===== src/rtl/spi_master_pkg.sv =====
// Shared types and default constants for the SPI master controller.
package spi_master_pkg;

  localparam int unsigned DATA_W_DEF   = 8;
  localparam int unsigned HALF_DIV_DEF = 2;

  typedef enum logic [2:0] {
    IDLE  = 3'd0,
    LEAD  = 3'd1,
    SHIFT = 3'd2,
    TRAIL = 3'd3,
    GAP   = 3'd4
  } spi_state_e;

endpackage


===== src/rtl/spi_master_ctrl_if.sv =====
// Local control bus of the SPI master: transfer request, status and received word.
interface spi_master_ctrl_if #(
  parameter int unsigned DATA_W = 8
);
  logic              start;
  logic [DATA_W-1:0] tx_data;
  logic              busy;
  logic              done;
  logic [DATA_W-1:0] rx_data;

  // Host side issues requests and observes status.
  modport master (output start, output tx_data, input busy, input done, input rx_data);
  // Controller side accepts requests and reports status.
  modport slave  (input start, input tx_data, output busy, output done, output rx_data);
endinterface


===== src/rtl/spi_clk_div.sv =====
// Half-period counter: one-cycle tick_c every HALF_DIV cycles while en is high.
module spi_clk_div #(
  parameter int unsigned HALF_DIV = 2
) (
  input  logic clk,
  input  logic rst_b,
  input  logic en,
  output logic tick_c
);
  localparam int unsigned CNT_W = (HALF_DIV > 1) ? $clog2(HALF_DIV) : 1;
  localparam logic [CNT_W-1:0] CNT_MAX = CNT_W'(HALF_DIV - 1);

  logic [CNT_W-1:0] cnt_q, cnt_d;

  // Count while enabled, wrap at the end of each half period, clear when disabled.
  always_comb begin
    cnt_d = '0;
    if (en && (cnt_q != CNT_MAX)) begin
      cnt_d = cnt_q + CNT_W'(1);
    end
  end

  // Counter register.
  always_ff @(posedge clk or negedge rst_b) begin
    if (!rst_b) cnt_q <= '0;
    else        cnt_q <= cnt_d;
  end

  assign tick_c = en && (cnt_q == CNT_MAX);
endmodule


===== src/rtl/spi_master_ctrl.sv =====
// SPI mode-0 master: one DATA_W-bit full-duplex frame per accepted start.
// Optional macro SPI_MASTER_LSB_FIRST_EN selects LSB-first bit order in both directions.
module spi_master_ctrl
  import spi_master_pkg::*;
#(
  parameter int unsigned DATA_W   = DATA_W_DEF,
  parameter int unsigned HALF_DIV = HALF_DIV_DEF
) (
  input  logic             clk,
  input  logic             rst_b,
  spi_master_ctrl_if.slave bus,
  output logic             cs_b,
  output logic             sclk,
  output logic             mosi,
  input  logic             miso
);
  localparam int unsigned BC_W = $clog2(DATA_W + 1);
  localparam logic [BC_W-1:0] LAST_BIT = BC_W'(DATA_W - 1);
  localparam logic [BC_W-1:0] ALL_BITS = BC_W'(DATA_W);

  spi_state_e        state_q, state_d;
  logic [DATA_W-1:0] tx_sr_q, tx_sr_d;
  logic [DATA_W-1:0] rx_sr_q, rx_sr_d;
  logic [DATA_W-1:0] rx_data_q, rx_data_d;
  logic [BC_W-1:0]   bit_cnt_q, bit_cnt_d;
  logic              cs_b_q, cs_b_d;
  logic              sclk_q, sclk_d;
  logic              mosi_q, mosi_d;
  logic              busy_q, busy_d;
  logic              done_q, done_d;

  logic              tick_c;
  logic              div_en_c;
  logic              first_bit_c;
  logic              next_bit_c;
  logic [DATA_W-1:0] tx_shift_c;
  logic [DATA_W-1:0] rx_shift_c;

  // Bit ordering of the shift registers.
`ifdef SPI_MASTER_LSB_FIRST_EN
  assign first_bit_c = bus.tx_data[0];
  assign next_bit_c  = tx_sr_q[1];
  assign tx_shift_c  = tx_sr_q >> 1;
  assign rx_shift_c  = {miso, rx_sr_q[DATA_W-1:1]};
`else
  assign first_bit_c = bus.tx_data[DATA_W-1];
  assign next_bit_c  = tx_sr_q[DATA_W-2];
  assign tx_shift_c  = tx_sr_q << 1;
  assign rx_shift_c  = {rx_sr_q[DATA_W-2:0], miso};
`endif

  assign div_en_c = (state_q != IDLE);

  spi_clk_div #(.HALF_DIV(HALF_DIV)) u_clk_div (
    .clk    (clk),
    .rst_b  (rst_b),
    .en     (div_en_c),
    .tick_c (tick_c)
  );

  // Frame sequencing: next state and registered pin/status values.
  always_comb begin
    state_d   = state_q;
    tx_sr_d   = tx_sr_q;
    rx_sr_d   = rx_sr_q;
    rx_data_d = rx_data_q;
    bit_cnt_d = bit_cnt_q;
    cs_b_d    = cs_b_q;
    sclk_d    = sclk_q;
    mosi_d    = mosi_q;
    busy_d    = busy_q;
    done_d    = 1'b0;
    case (state_q)
      IDLE: begin
        if (bus.start) begin
          tx_sr_d   = bus.tx_data;
          mosi_d    = first_bit_c;
          cs_b_d    = 1'b0;
          busy_d    = 1'b1;
          bit_cnt_d = '0;
          state_d   = LEAD;
        end
      end
      LEAD: begin
        if (tick_c) begin
          sclk_d  = 1'b1;
          rx_sr_d = rx_shift_c;
          state_d = SHIFT;
        end
      end
      SHIFT: begin
        if (tick_c) begin
          if (sclk_q) begin
            // Falling edge: advance to the next bit unless this was the last one.
            sclk_d    = 1'b0;
            bit_cnt_d = bit_cnt_q + BC_W'(1);
            if (bit_cnt_q != LAST_BIT) begin
              tx_sr_d = tx_shift_c;
              mosi_d  = next_bit_c;
            end
          end else if (bit_cnt_q == ALL_BITS) begin
            // Last bit has had its full low half period.
            state_d = TRAIL;
          end else begin
            sclk_d  = 1'b1;
            rx_sr_d = rx_shift_c;
          end
        end
      end
      TRAIL: begin
        if (tick_c) begin
          cs_b_d    = 1'b1;
          done_d    = 1'b1;
          rx_data_d = rx_sr_q;
          state_d   = GAP;
        end
      end
      GAP: begin
        if (tick_c) begin
          busy_d  = 1'b0;
          mosi_d  = 1'b0;
          state_d = IDLE;
        end
      end
      default: state_d = IDLE;
    endcase
  end

  // State and output registers; reset aborts any frame in progress.
  always_ff @(posedge clk or negedge rst_b) begin
    if (!rst_b) begin
      state_q   <= IDLE;
      tx_sr_q   <= '0;
      rx_sr_q   <= '0;
      rx_data_q <= '0;
      bit_cnt_q <= '0;
      cs_b_q    <= 1'b1;
      sclk_q    <= 1'b0;
      mosi_q    <= 1'b0;
      busy_q    <= 1'b0;
      done_q    <= 1'b0;
    end else begin
      state_q   <= state_d;
      tx_sr_q   <= tx_sr_d;
      rx_sr_q   <= rx_sr_d;
      rx_data_q <= rx_data_d;
      bit_cnt_q <= bit_cnt_d;
      cs_b_q    <= cs_b_d;
      sclk_q    <= sclk_d;
      mosi_q    <= mosi_d;
      busy_q    <= busy_d;
      done_q    <= done_d;
    end
  end

  assign cs_b        = cs_b_q;
  assign sclk        = sclk_q;
  assign mosi        = mosi_q;
  assign bus.busy    = busy_q;
  assign bus.done    = done_q;
  assign bus.rx_data = rx_data_q;
endmodule


===== src/flat_wrapper.sv =====
// flat-port wrapper written by rule: the top's interface ports become plain ports
module spi_master_ctrl_flat import spi_master_pkg::*;
#(
  parameter int unsigned DATA_W   = DATA_W_DEF,
  parameter int unsigned HALF_DIV = HALF_DIV_DEF
)
  (clk, rst_b, cs_b, sclk, mosi, miso, bus_start, bus_tx_data, bus_busy, bus_done, bus_rx_data);
  spi_master_ctrl_if #(.DATA_W(DATA_W)) bus_i ();
  input  logic clk;
  input  logic rst_b;
  output logic cs_b;
  output logic sclk;
  output logic mosi;
  input  logic miso;
  input wire logic [$bits(bus_i.start)-1:0] bus_start;
  input wire logic [$bits(bus_i.tx_data)-1:0] bus_tx_data;
  output wire logic [$bits(bus_i.busy)-1:0] bus_busy;
  output wire logic [$bits(bus_i.done)-1:0] bus_done;
  output wire logic [$bits(bus_i.rx_data)-1:0] bus_rx_data;
  assign bus_i.start = bus_start;
  assign bus_i.tx_data = bus_tx_data;
  assign bus_busy = bus_i.busy;
  assign bus_done = bus_i.done;
  assign bus_rx_data = bus_i.rx_data;
  spi_master_ctrl #(.DATA_W(DATA_W), .HALF_DIV(HALF_DIV)) u_core (.clk(clk), .rst_b(rst_b), .bus(bus_i), .cs_b(cs_b), .sclk(sclk), .mosi(mosi), .miso(miso));
endmodule

===== config.mk =====
export PLATFORM = sky130hd
export DESIGN_NAME = spi_master_ctrl_flat
export DESIGN_NICKNAME = d
export VERILOG_FILES = /design/src/rtl/spi_master_pkg.sv /design/src/rtl/spi_master_ctrl_if.sv /design/src/rtl/spi_clk_div.sv /design/src/rtl/spi_master_ctrl.sv /design/src/flat_wrapper.sv
export SDC_FILE = /design/constraint.sdc
export NUM_CORES = 1
export LEC_CHECK = 0
export BUFFER_PORTS_ARGS = -buffer_cell sky130_fd_sc_hd__buf_2
export CAP_MARGIN = 0
export CORE_ASPECT_RATIO = 0.5
export CORE_UTILIZATION = 39
export DETAILED_ROUTE_END_ITERATION = 10
export PLACE_DENSITY = 0.55
export SKIP_CTS_REPAIR_TIMING = 1
export SLEW_MARGIN = 10
export SYNTH_ARGS = -nofsm -noshare
export SYNTH_HDL_FRONTEND = slang
export SYNTH_SLANG_ARGS = --single-unit

===== constraint.sdc =====
create_clock -name clk -period 2 [get_ports clk]
set_input_delay 0.5 -clock clk [delete_from_list [all_inputs] [get_ports clk]]
set_output_delay 0.5 -clock clk [all_outputs]
set_load 0.005 [all_outputs]

==> results of run 1 <==
## how the worst max path moves through the flow
stage,from,to,slack [ns]
after floorplan,u_core.state_q[0],u_core.tx_sr_q[1],0.32
after global placement,u_core.state_q[1],u_core.rx_sr_q[5],0.19
after detailed placement,u_core.state_q[1],u_core.rx_sr_q[3],0.16
after CTS,u_core.state_q[1],u_core.rx_sr_q[5],0.14
after global routing,u_core.state_q[1],u_core.rx_sr_q[7],0.05
final,u_core.state_q[1],u_core.rx_sr_q[5],0.14
## area by class of cell
type / instances / area (µm²)
multi-input cells: 106 / 746
inverters: 6 / 22.5
repair buffers: 32 / 180
clock buffers: 7 / 96.3
fillers: 387 / 2030
flip-flops and latches: 36 / 902
well taps: 54 / 67.6
## cells by family after synthesis
group	Yosys count	share of synthesized area (%)
XOR/XNOR	3	1.54
adder cells (fa/ha/maj)	2	1.46
AO/OA/AOI/OAI	21	7.46
AND/OR/NAND/NOR	58	17.0
buffers and inverters	11	3.66
multiplexers	22	16.2
flip-flops	36	52.7
## sequential cells by signal, summed over array words and instances (netlist names)
name                    count
u_core.bit_cnt_q            4
u_core.bus.busy             1
u_core.bus.done             1
u_core.bus.rx_data          8
u_core.cs_b                 1
u_core.mosi                 1
u_core.rx_sr_q              8
u_core.sclk                 1
u_core.state_q              3
u_core.tx_sr_q              7
u_core.u_clk_div.cnt_q      1
## per-layer routing
metal,up-vias,wire (µm),track usage [%]
met2,16,1350,23.0
met3,4,145,5.30
met1,540,1630,21.4
li1,581,-,-
met5,-,0,0
met4,0,31,5.47
## cell usage in the layout, fill, tap and decap left out
cell and count:
a21o_1 1, a21oi_1 3, a221oi_1 1, a22oi_1 1
a31o_2 1, and3_1 2, buf_2 24, buf_4 8
clkbuf_8 7, clkinv_1 1, dfrtp_1 35, dfstp_2 1
ha_1 2, inv_1 5, mux2_2 13, mux2_4 8
mux2i_1 1, nand2_1 33, nand2b_1 2, nand3_1 1
nand3b_1 3, nand4_1 1, nand4b_2 1, nor2_1 9
nor2b_1 2, nor3b_2 1, nor3b_4 1, o211ai_1 1
o21ai_0 11, o21bai_2 1, o22ai_1 1, or2_4 1
or3_1 1, xnor2_1 2, xor2_1 1
## report_power, final
| part | switching (mW) | leakage [nW] | internal (mW) |
|---|---|---|---|
| Combinational | 0.587 | 0.506 | 0.765 |
| Sequential | 0.257 | 0.445 | 1.06 |
| Clock | 0.240 | 0.0503 | 0.307 |
| Total | 1.08 | 1.00 | 2.13 |
==> flow_summary.yaml, run 1 <==
yosys:
  synth-seq-cells: 36
  netlist_top_cells_area: "dfrtp_1, mux2_2, nand2_1"
  yosys_warnings: 0
  yosysMostFrequentCell: "dfrtp_1"
  synth-async-reset-ratio_pct: 100
  netlist_instances: 153
  yosysTopAreaCell: "dfrtp_1"
  syn-cell-area_um2: 1710
  synth.distinct_cells: 35
  yosys_most_used_dff: "dfrtp_1"
  synth-seq-area-share_pct: 52.7
  synth_common_cells: "dfrtp_1, nand2_1, mux2_2, o21ai_0, nor2_1"
  synth.avg_cell_area_um2: 11.2
  yosysTopAreaCellShare_pct: 51.2
  synth_fp_nets: 167
  synth_edf_count: 0
clock_tree:
  htreeDepth: 2
  clock-sinks: 36
  cts_buffers: 5
  cts.path.max_buffers: 2
  clk_pin_slew_worst_paths_ns: 0.07
  cts_tree: "built"
  clk_latency_ns: 0.28
  root_buffer: "clkbuf_8"
sta:
  period_share_pct: 93.1
  relSlewSlack_pct: 69.7
  layout_setup_ws_ns: 0.139
  fin_crit_ns: 1.86
  finalHoldViolations: 0
  setup_viol: 0
  maxSlewViolCount: 0
  tightest_slew_ns: 0.450
  clock_skew_ns: 0.00363
  hold-worst-slack_ns: 0.251
  final.setup.tns_ns: 0
  rsz0062_at_grt: "no"
  clock.fmax_mhz: 537
layout:
  nets: 201
  finish.utilization_pct: 49.8
  drive_gt1_share_pct: 35.8
  diodes: 0
  syn_to_final_growth_pct: 17.8
  final_cells: 241
  design_area_um2: 2010
critical_path:
  path_depth: 4
  crit_slowest_cell: "dfrtp_1"
  max_stage_delay_ns: 0.53
  cp_cell_sequence: "xnor2_1 -> or3_1 -> a21o_1 -> mux2_4"
  cp_max_fo: 14
  path_buf_inv: 0
  crit_type: "flop to flop"
  cp-start-kind: "flop"
  r2r_slack_ns: 0.14
  endpoint_kind: "flop"
  worstPathRequired_ns: 2.16
  timing.rr.end: "u_core.rx_sr_q[5]"
  regToRegStartpoint: "u_core.state_q[1]"
  arrival_ns: 2.02
  reg2reg_depth: 4
  critical-path-top-delay-family: "flip-flops"
place:
  gp_congestion: 0.768
  place_ws_ns: 0.161
  placed_area_um2: 1920
  io_buffer_count: 24
  dp_hpwl_mm: 2.21
  place_inst: 234
die:
  initial_core_util_pct: 42.3
  placeableCoreArea_um2: 4040
  io_pins: 25
  die_x_um: 95.7
  dieHeight_um: 48.8
  dieArea_um2: 4670
  core.rowCount: 16
drt:
  wl_mm: 3.16
  vias: 1141
  drtIter0Drc: 48
  routed_via_density: 4.73
  drc: 0
  final_antenna_net_count: 0
  wl_per_cell_um: 13.1
  drt-pass1-iter-count: 4
power:
  power.leakage_nw: 1.00
  power_density_nw_per_um2: 1600
  power.total_mw: 3.22
  ir_worst_vdd_mv: 0.573
global_route:
  grt_pass1_vias: 1173
  grt.total_usage_pct: 15.6
  grt_remaining_overflow: 0
  grt_pass1_wl_mm: 5.42
  antenna_found_initial: 0
  grt_start_max_net_pins: 37
hold_path:
  min_path_type: "primary input to async pin"
job:
  max_cap_viol_count: 0
outcome:
  status: "completed"
Power figures use the tool's default switching activity.
==> run 2, diff against run 1 <==
--- a/config.mk
+++ b/config.mk
@@ -18 +18,2 @@
 export SYNTH_SLANG_ARGS = --single-unit
+export TNS_END_PERCENT = 30
==> constraint.sdc (replaced) <==
create_clock -name clk -period 2 [get_ports clk]
set_input_delay 0.4 -clock clk [delete_from_list [all_inputs] [get_ports clk]]
set_output_delay 0.4 -clock clk [all_outputs]
set_load 0.005 [all_outputs]
==> run 2 against run 1 <==
Power grew 4.6%. Non-clock buffer count is the same. Sequential share of layout area shrank 0.66 points. Flip-flop and latch count is the same. Global-route usage grew 0.43 points. Register-to-register slack gained 0.02 ns. Clock power grew 27%. Cell count grew 0.41%. Clock skew grew 0.00073 ns. Hold slack lost 0.11 ns. Largest cell class unchanged. Largest power group unchanged. Highest routed layer unchanged.
==> flow_summary.yaml, run 2 (synthesized netlist as in run 1, its figures left out) <==
die:
  dieHeight_um: 48.8
  core.rowCount: 16
  dieArea_um2: 4670
  die_x_um: 95.7
  placeableCoreArea_um2: 4040
  initial_core_util_pct: 42.3
  io_pins: 25
critical_path:
  crit_type: "flop to flop"
  cp_max_fo: 14
  arrival_ns: 2.01
  worstPathRequired_ns: 2.17
  cp-start-kind: "flop"
  endpoint_kind: "flop"
layout:
  nets: 201
  layout_commonest_cell: "dfrtp_1"
  mostFrequentLayoutCells: "dfrtp_1, nand2_1, buf_2, mux2_2, o21ai_0"
  drive_gt1_share_pct: 36.2
  fillerInstances: 396
  syn_to_final_growth_pct: 19.5
  diodes: 0
sta:
  finalHoldViolations: 0
  final.setup.tns_ns: 0
  clock.fmax_mhz: 544
  relSlewSlack_pct: 68.4
  hold-worst-slack_ns: 0.139
  rsz0062_at_grt: "no"
  fin_crit_ns: 1.84
  period_share_pct: 91.9
  clock_skew_ns: 0.00435
  maxSlewViolCount: 0
  tightest_slew_ns: 0.474
  setup_viol: 0
clock_tree:
  cts_buffers: 5
  cts_tree: "built"
  cts.path.max_buffers: 2
  clock-sinks: 36
  clk_pin_slew_worst_paths_ns: 0.07
  clk_latency_ns: 0.28
  root_buffer: "clkbuf_8"
  htreeDepth: 2
global_route:
  grt_pass1_wl_mm: 5.55
  grt_remaining_overflow: 0
  antenna_found_initial: 0
  grt.total_usage_pct: 16.0
  grt_pass1_vias: 1118
  grt_start_max_net_pins: 37
power:
  ir_worst_vdd_mv: 0.553
  power_density_nw_per_um2: 1650
  power.leakage_nw: 1.02
place:
  gp_congestion: 0.765
  dp_hpwl_mm: 2.21
  io_buffer_count: 24
job:
  max_cap_viol_count: 0
drt:
  routed_via_density: 4.85
  wl_mm: 3.16
  drt-pass1-iter-count: 4
  vias: 1174
  wl_per_cell_um: 13.1
  drc: 0
  drtIter0Drc: 57
  final_antenna_net_count: 0
outcome:
  status: "completed"
hold_path:
  min_path_type: "primary input to async pin"
-- run 2: where the power goes --
| group | switching, mW | total [mW] | internal [mW] |
|---|---|---|---|
| clock | 0.254 | 0.694 | 0.440 |
| combinational | 0.587 | 1.35 | 0.765 |
| sequential | 0.258 | 1.32 | 1.06 |
-- run 2: final cells by class --
cell class | count | area (µm²) | share of cell area [%]
Clock inverter | 1 | 30.0 | 1.47
Clock buffer | 7 | 96.3 | 4.71
Sequential cell | 36 | 902 | 44.1
Multi-Input combinational cell | 106 | 746 | 36.5
Inverter | 6 | 22.5 | 1.10
Tap cell | 54 | 67.6 | 3.30
Timing Repair Buffer | 32 | 180 | 8.81
-- run 2: worst paths after layout --
kind | from | endpoint | slack, ns | cells past startpoint
hold reg to reg | u_core.cs_b | u_core.cs_b | 0.46 | 2
max in group asynchronous | rst_b | u_core.cs_b | 1.51 | 2
hold / removal | rst_b | u_core.bus.rx_data[1] | 0.14 | 2
min in group clk | bus_tx_data[0] | u_core.tx_sr_q[0] | 0.34 | 3
setup / recovery | u_core.state_q[1] | u_core.rx_sr_q[1] | 0.16 | 4
setup reg to reg | u_core.state_q[1] | u_core.rx_sr_q[1] | 0.16 | 4
-- run 2: through the flow --
step                      instance area (µm²)  total power, mW  setup slack, ns  util, %  cells
after detailed placement                 1920             2.70            0.172     47.4    234
after global routing                     2040             3.62           0.0702     50.6    242
final                                    2040             3.37            0.162     50.6    242
after global placement                   1920             2.67            0.196     47.4    234
after floorplan                          1710             2.32            0.324        -    153
after CTS                                2040             3.41            0.155     50.6    242
-- run 2: layer usage --
layer  part of all wire, %  vias up  global-route usage, %
met5                     0        -                      0
met2                    42       22                   21.9
met1                    52      564                   23.5
met3                   4.4        5                   5.14
li1                      -      583                      -
met4                   1.3        0                   5.97
-- run 2: critical path, cell delays in order, from the launching register on --
cell and delay [ns]:
dfrtp_1 0.52, xnor2_1 0.18, or3_1 0.33, a21o_1 0.33, mux2_4 0.36
